$ cat config.mk
export PLATFORM = sky130hd
export DESIGN_NAME = fetch_sequencer_flat
export DESIGN_NICKNAME = d
export VERILOG_FILES = /design/src/rtl/fetch_sequencer_if.sv /design/src/rtl/fetch_sequencer.sv /design/src/flat_wrapper.sv
export SDC_FILE = /design/constraint.sdc
export NUM_CORES = 1
export LEC_CHECK = 0
export ABC_AREA = 1
export CAP_MARGIN = 20
export CORE_AREA = 2 2 46 48
export DETAILED_ROUTE_END_ITERATION = 8
export DIE_AREA = 0 0 48 50
export PLACE_DENSITY_LB_ADDON = 0.05
export SLEW_MARGIN = 20
export SYNTH_ARGS = -nofsm -noshare
export SYNTH_HDL_FRONTEND = slang
export SYNTH_SLANG_ARGS = --single-unit
$ cat constraint.sdc
create_clock -name clk -period 1.6 [get_ports clk]
set_input_delay 0.32 -clock clk [delete_from_list [all_inputs] [get_ports clk]]
set_output_delay 0.32 -clock clk [all_outputs]
set_load 0.02 [all_outputs]
$ cat src/rtl/fetch_sequencer_if.sv
// Handshake and strobe bundle between the fetch sequencer and the
// memory interface, register file and execute unit.
interface fetch_sequencer_if #(
    parameter int unsigned DATA_WIDTH = 16
);
    logic                  run;
    logic [DATA_WIDTH-1:0] ir;
    logic                  mem_ack;
    logic                  exec_done;
    logic                  exec_halt;

    logic [2:0]            bus_sel;
    logic                  ar_we;
    logic                  pc_inc;
    logic                  ir_we;
    logic                  mem_req;
    logic [2:0]            opcode;
    logic                  i_flag;
    logic                  exec_start;
    logic                  halted;

    modport master (
        input  run, ir, mem_ack, exec_done, exec_halt,
        output bus_sel, ar_we, pc_inc, ir_we, mem_req,
               opcode, i_flag, exec_start, halted
    );

    modport slave (
        output run, ir, mem_ack, exec_done, exec_halt,
        input  bus_sel, ar_we, pc_inc, ir_we, mem_req,
               opcode, i_flag, exec_start, halted
    );
endinterface

$ cat src/rtl/fetch_sequencer.sv
// Basic-computer instruction-cycle sequencer: fetch, decode and indirect
// resolution strobes for AR/PC/IR, then a start/done hand-off to execute.
module fetch_sequencer #(
    parameter int unsigned ADDR_WIDTH = 12,
    parameter int unsigned DATA_WIDTH = 16
) (
    input  logic              clk,
    input  logic              reset,
    fetch_sequencer_if.master bus
);
    localparam int unsigned IFlagBit = 15;
    localparam int unsigned OpMsb    = 14;
    localparam int unsigned OpLsb    = 12;

    localparam logic [2:0] ST_IDLE       = 3'd0;
    localparam logic [2:0] ST_T0         = 3'd1;
    localparam logic [2:0] ST_T1         = 3'd2;
    localparam logic [2:0] ST_T2         = 3'd3;
    localparam logic [2:0] ST_T3         = 3'd4;
    localparam logic [2:0] ST_EXEC_START = 3'd5;
    localparam logic [2:0] ST_EXEC_WAIT  = 3'd6;
    localparam logic [2:0] ST_HALT       = 3'd7;

    localparam logic [2:0] SEL_NONE = 3'd0;
    localparam logic [2:0] SEL_PC   = 3'd2;
    localparam logic [2:0] SEL_IR   = 3'd5;
    localparam logic [2:0] SEL_MEM  = 3'd7;

    // D7 is register-reference / IO: its I bit never means indirect
    localparam logic [2:0] OP_D7 = 3'd7;

    if (DATA_WIDTH < 16 || ADDR_WIDTH > DATA_WIDTH - 4) begin : g_width_check
        $error("fetch_sequencer: need DATA_WIDTH >= 16 and ADDR_WIDTH <= DATA_WIDTH-4");
    end

    logic [2:0] state_q,      state_d;
    logic [2:0] bus_sel_q,    bus_sel_d;
    logic       ar_we_q,      ar_we_d;
    logic       mem_req_q,    mem_req_d;
    logic       exec_start_q, exec_start_d;
    logic       halted_q,     halted_d;
    logic [2:0] opcode_q,     opcode_d;
    logic       i_flag_q,     i_flag_d;

    logic       fetch_ack;
    logic       indirect_ack;
    logic       unused_ir_bits;

    // State and Moore strobes; Moore strobes are decoded from the next state
    always_ff @(posedge clk or negedge reset) begin
        if (!reset) begin
            state_q      <= ST_IDLE;
            bus_sel_q    <= SEL_NONE;
            ar_we_q      <= 1'b0;
            mem_req_q    <= 1'b0;
            exec_start_q <= 1'b0;
            halted_q     <= 1'b0;
            opcode_q     <= 3'd0;
            i_flag_q     <= 1'b0;
        end else begin
            state_q      <= state_d;
            bus_sel_q    <= bus_sel_d;
            ar_we_q      <= ar_we_d;
            mem_req_q    <= mem_req_d;
            exec_start_q <= exec_start_d;
            halted_q     <= halted_d;
            opcode_q     <= opcode_d;
            i_flag_q     <= i_flag_d;
        end
    end

    always_comb begin
        state_d      = state_q;
        opcode_d     = opcode_q;
        i_flag_d     = i_flag_q;
        bus_sel_d    = SEL_NONE;
        ar_we_d      = 1'b0;
        mem_req_d    = 1'b0;
        exec_start_d = 1'b0;
        halted_d     = 1'b0;

        case (state_q)
            ST_IDLE:       if (bus.run) state_d = ST_T0;
            ST_T0:         state_d = ST_T1;
            ST_T1:         if (bus.mem_ack) state_d = ST_T2;
            ST_T2: begin
                opcode_d = bus.ir[OpMsb:OpLsb];
                i_flag_d = bus.ir[IFlagBit];
                if (bus.ir[IFlagBit] && (bus.ir[OpMsb:OpLsb] != OP_D7)) begin
                    state_d = ST_T3;
                end else begin
                    state_d = ST_EXEC_START;
                end
            end
            ST_T3:         if (bus.mem_ack) state_d = ST_EXEC_START;
            ST_EXEC_START: state_d = ST_EXEC_WAIT;
            ST_EXEC_WAIT: begin
                if (bus.exec_done) begin
                    if (bus.exec_halt)  state_d = ST_HALT;
                    else if (bus.run)   state_d = ST_T0;
                    else                state_d = ST_IDLE;
                end
            end
            ST_HALT:       state_d = ST_HALT;
            default:       state_d = ST_IDLE;
        endcase

        case (state_d)
            ST_T0: begin
                bus_sel_d = SEL_PC;
                ar_we_d   = 1'b1;
            end
            ST_T1, ST_T3: begin
                bus_sel_d = SEL_MEM;
                mem_req_d = 1'b1;
            end
            ST_T2: begin
                bus_sel_d = SEL_IR;
                ar_we_d   = 1'b1;
            end
            ST_EXEC_START: exec_start_d = 1'b1;
            ST_HALT:       halted_d     = 1'b1;
            default:       bus_sel_d    = SEL_NONE;
        endcase
    end

    // Memory-data strobes follow mem_ack in the same cycle
    assign fetch_ack    = (state_q == ST_T1) && bus.mem_ack;
    assign indirect_ack = (state_q == ST_T3) && bus.mem_ack;

    assign bus.bus_sel    = bus_sel_q;
    assign bus.ar_we      = ar_we_q | indirect_ack;
    assign bus.ir_we      = fetch_ack;
    assign bus.pc_inc     = fetch_ack;
    assign bus.mem_req    = mem_req_q;
    assign bus.opcode     = opcode_q;
    assign bus.i_flag     = i_flag_q;
    assign bus.exec_start = exec_start_q;
    assign bus.halted     = halted_q;

    assign unused_ir_bits = ^{bus.ir[OpLsb-1:0], bus.ir[DATA_WIDTH-1:IFlagBit]};
endmodule

$ cat src/flat_wrapper.sv
// flat-port wrapper written by rule: the top's interface ports become plain ports
module fetch_sequencer_flat 
#(
    parameter int unsigned ADDR_WIDTH = 12,
    parameter int unsigned DATA_WIDTH = 16
)
  (clk, reset, bus_run, bus_ir, bus_mem_ack, bus_exec_done, bus_exec_halt, bus_bus_sel, bus_ar_we, bus_pc_inc, bus_ir_we, bus_mem_req, bus_opcode, bus_i_flag, bus_exec_start, bus_halted);
  fetch_sequencer_if #(.DATA_WIDTH(DATA_WIDTH)) bus_i ();
  input  logic clk;
  input  logic reset;
  input wire logic [$bits(bus_i.run)-1:0] bus_run;
  input wire logic [$bits(bus_i.ir)-1:0] bus_ir;
  input wire logic [$bits(bus_i.mem_ack)-1:0] bus_mem_ack;
  input wire logic [$bits(bus_i.exec_done)-1:0] bus_exec_done;
  input wire logic [$bits(bus_i.exec_halt)-1:0] bus_exec_halt;
  output wire logic [$bits(bus_i.bus_sel)-1:0] bus_bus_sel;
  output wire logic [$bits(bus_i.ar_we)-1:0] bus_ar_we;
  output wire logic [$bits(bus_i.pc_inc)-1:0] bus_pc_inc;
  output wire logic [$bits(bus_i.ir_we)-1:0] bus_ir_we;
  output wire logic [$bits(bus_i.mem_req)-1:0] bus_mem_req;
  output wire logic [$bits(bus_i.opcode)-1:0] bus_opcode;
  output wire logic [$bits(bus_i.i_flag)-1:0] bus_i_flag;
  output wire logic [$bits(bus_i.exec_start)-1:0] bus_exec_start;
  output wire logic [$bits(bus_i.halted)-1:0] bus_halted;
  assign bus_i.run = bus_run;
  assign bus_i.ir = bus_ir;
  assign bus_i.mem_ack = bus_mem_ack;
  assign bus_i.exec_done = bus_exec_done;
  assign bus_i.exec_halt = bus_exec_halt;
  assign bus_bus_sel = bus_i.bus_sel;
  assign bus_ar_we = bus_i.ar_we;
  assign bus_pc_inc = bus_i.pc_inc;
  assign bus_ir_we = bus_i.ir_we;
  assign bus_mem_req = bus_i.mem_req;
  assign bus_opcode = bus_i.opcode;
  assign bus_i_flag = bus_i.i_flag;
  assign bus_exec_start = bus_i.exec_start;
  assign bus_halted = bus_i.halted;
  fetch_sequencer #(.ADDR_WIDTH(ADDR_WIDTH), .DATA_WIDTH(DATA_WIDTH)) u_core (.clk(clk), .reset(reset), .bus(bus_i));
endmodule
==> summary.txt <==
Outcome
  • Status: finished clean

Finish
  • Multi-input logic area: 264 um2
  • Fill cells: 194
  • Post-route core utilization: 52.8%
  • # nets final: 129
  • Share of layout cells above drive strength 1: 33.0%
  • P&R area growth vs syn: 52.1%
  • ANT cells: 0
  • Register area: 325 um2

STA
  • Setup ws final: 0.0610 ns
  • Endpoints failing setup: 0
  • Hold Slack: 0.343 ns
  • Worst-margin pin slew: 0.241 ns
  • Final Hold Fails: 0
  • Final critical-path required period: 1.54 ns
  • Final Skew: 0.00286 ns
  • F_max: 650 MHz
  • Final period utilization: 96.2%
  • Fin. max-slew vios: 0
  • Unrepaired setup endpoints after global routing: false
  • Slew margin rel.: 83.9%

Worst setup path
  • Crit path cell chain: clkdlybuf4s50_1
  • Worst endpoint required time: 1.28 ns
  • Worst flop-to-flop path startpoint: u_core.state_q[2]$_DFF_PN0_
  • Critical path class: flip-flop to primary output
  • FF-to-FF End: u_core.bus.exec_start$_DFF_PN0_
  • Crit-path max FO: 2
  • CP max stage cell: clkdlybuf4s50_1
  • Critical Path Sink Type: primary output
  • R2R depth: 6
  • CP Launch Type: flip-flop
  • Worst R2R Setup Slack: 0.36 ns
  • Worst path buffer plus inverter count: 1
  • Worst path max stage delay: 0.60 ns
  • Family with the most delay on the worst path: buffers and inverters
  • Worst Path Arrival: 1.22 ns

Drt
  • Via count: 543
  • Drt via density: 4.08
  • DRT Wirelength: 1260 um
  • Avg WL per Cell: 9.44 um
  • Pre-antenna DRT Iters: 3
  • Final ANT Viol Nets: 0
  • DRC errors left: 0
  • Iter 0 DRT Violations: 2

Logic synthesis
  • Commonest cells post-synth: nand2_1, dfrtp_1, inv_1
  • Sequential area share after synthesis: 49.2%
  • Synthesis-stage register bit count: 13
  • Cell variety after synth: 22
  • Synth Instances: 73
  • Main area contributors after synthesis: dfrtp_1, nand2_1, inv_1
  • Count of flip-flops with a built-in enable after synthesis: 0
  • YS warnings: 0
  • Area leader, netlist: dfrtp_1
  • Async SR Flop Fraction: 100%
  • Top FF cell, synth: dfrtp_1
  • Syn nets: 95
  • Yosys top cell area share: 49.2%
  • Mapped cell area: 661 um2
  • Syn avg cell area: 9.05 um2
  • Top-count cell post-synth: nand2_1

Global routing
  • Initial antenna violation count: 0
  • Gr usage total: 12.5%
  • Largest net degree at the start of global routing: 14
  • Remaining Overflow, GRT: 0
  • First-pass GRT wire length: 2100 um
  • Vias in the first global route: 511

Power and ir drop
  • Pwr Density: 1860 nW/um2
  • Switch share: 42.0%
  • Sw Pwr: 785 uW
  • Combinational power share: 60.1%
  • Internal: 1080 uW
  • Pleak: 0.000575 uW
  • Clock network power share: 10.5%
  • Sequential share of power: 29.4%
  • Worst vdd ir: 0.882 mV

Die
  • FP Rows: 16
  • Chip height: 50 um
  • Full die area: 2400 um2
  • Core area: 1900 um2
  • Top Ports: 35
  • Starting Density: 34.7%
  • DIE WIDTH: 48 um

Place
  • Post-DP HPWL: 1000 um
  • Worst slack, placed: -0.388 ns
  • I/O Buffers: 22
  • Placer Congestion: 0.704

CTS
  • CTS Buf Count: 3
  • Root Buffer: clkbuf_4
  • CTS tree: yes
  • Clk pin slew, worst setup/hold paths: 0.07 ns
  • Max Root-Sink Buffers: 2
  • # H-tree levels: 1
  • Setup bufs post-CTS: 0
  • Clock latency on the worst-skew pair: 0.28 ns
  • CTS sink count: 13

Job
  • Max Cap Viol: 0

Worst hold path
  • HP Class: primary input to async pin
## final cells by class
| class | count | share of cell area (%) |
|---|---|---|
| Tap cell | 27 | 3.36 |
| Clock buffer | 4 | 2.62 |
| Timing Repair Buffer | 31 | 29.8 |
| Inverter | 14 | 5.60 |
| Sequential cell | 13 | 32.4 |
| Multi-Input combinational cell | 44 | 26.3 |
## flip-flops by register name, summed over array words and instances, names as in the netlist
register	flops
u_core.state_q	3
u_core.bus.halted	1
u_core.bus.opcode	3
u_core.bus.bus_sel	2
u_core.ar_we_q	1
u_core.bus.i_flag	1
u_core.bus.mem_req	1
u_core.bus.exec_start	1
## cell usage in the layout (no fill, tap or decap), types with 2 or more instances in the layout
cell / Yosys / layout
nor2_2: 2 / 2
dfrtp_1: 13 / 13
nor3_2: 2 / 2
inv_2: 3 / 3
nor2_1: 3 / 3
clkdlybuf4s50_1: 0 / 13
dlymetal6s2s_1: 0 / 6
nand2_1: 21 / 21
nand3_1: 3 / 3
buf_4: 2 / 11
clkbuf_4: 0 / 3
inv_1: 9 / 9
nand2_2: 3 / 3
## logic make-up after synthesis
family / synth area share (%)
AOI/OAI and AO/OA: 6.63
buffers and inverters: 10.8
DFF: 49.2
and+or+nand+nor: 33.3
## per-layer routing
metal,vias up,global-route usage [%],wire [um]
met2,15,17.8,585
met5,-,0,0
met1,237,16.4,563
met3,2,6.96,98
li1,289,-,-
met4,0,2.70,9
## power groups by stage
stage,Combinational [uW],Sequential [uW],Clock [uW]
6_report,1120,549,197
5_1_grt,1240,570,227
4_1_cts,1150,551,205
3_5_place_dp,1150,558,0
3_3_place_gp,1140,558,0
2_1_floorplan,548,707,0
## through the flow
step | power (uW) | setup TNS (ns) | cells | cell area (um2)
floorplan | 1260 | 0 | 73 | 661
global placement | 1700 | -1.11 | 129 | 967
detailed placement | 1710 | -1.12 | 129 | 967
CTS | 1900 | 0 | 133 | 985
global route | 2030 | 0 | 133 | 1000
finish | 1870 | 0 | 133 | 1000
## repair_timing
action                     4_1_cts  5_1_grt
gates resized for setup         11        8
setup endpoints to repair        3        8
hold buffers                     0        0
## how the worst max path moves through the flow
stage / startpoint / to / cells after the start
6_report: u_core.bus.opcode[2]$_DFFE_PN0P_ / bus_opcode[2] / 1
4_1_cts: bus_mem_ack / bus_ar_we / 3
2_1_floorplan: u_core.state_q[2]$_DFF_PN0_ / bus_pc_inc / 4
3_5_place_dp: bus_mem_ack / bus_pc_inc / 6
5_1_grt: u_core.state_q[0]$_DFF_PN0_ / bus_ar_we / 3
3_3_place_gp: bus_mem_ack / bus_pc_inc / 6
Note: power is estimated with default switching activity, not from simulation.
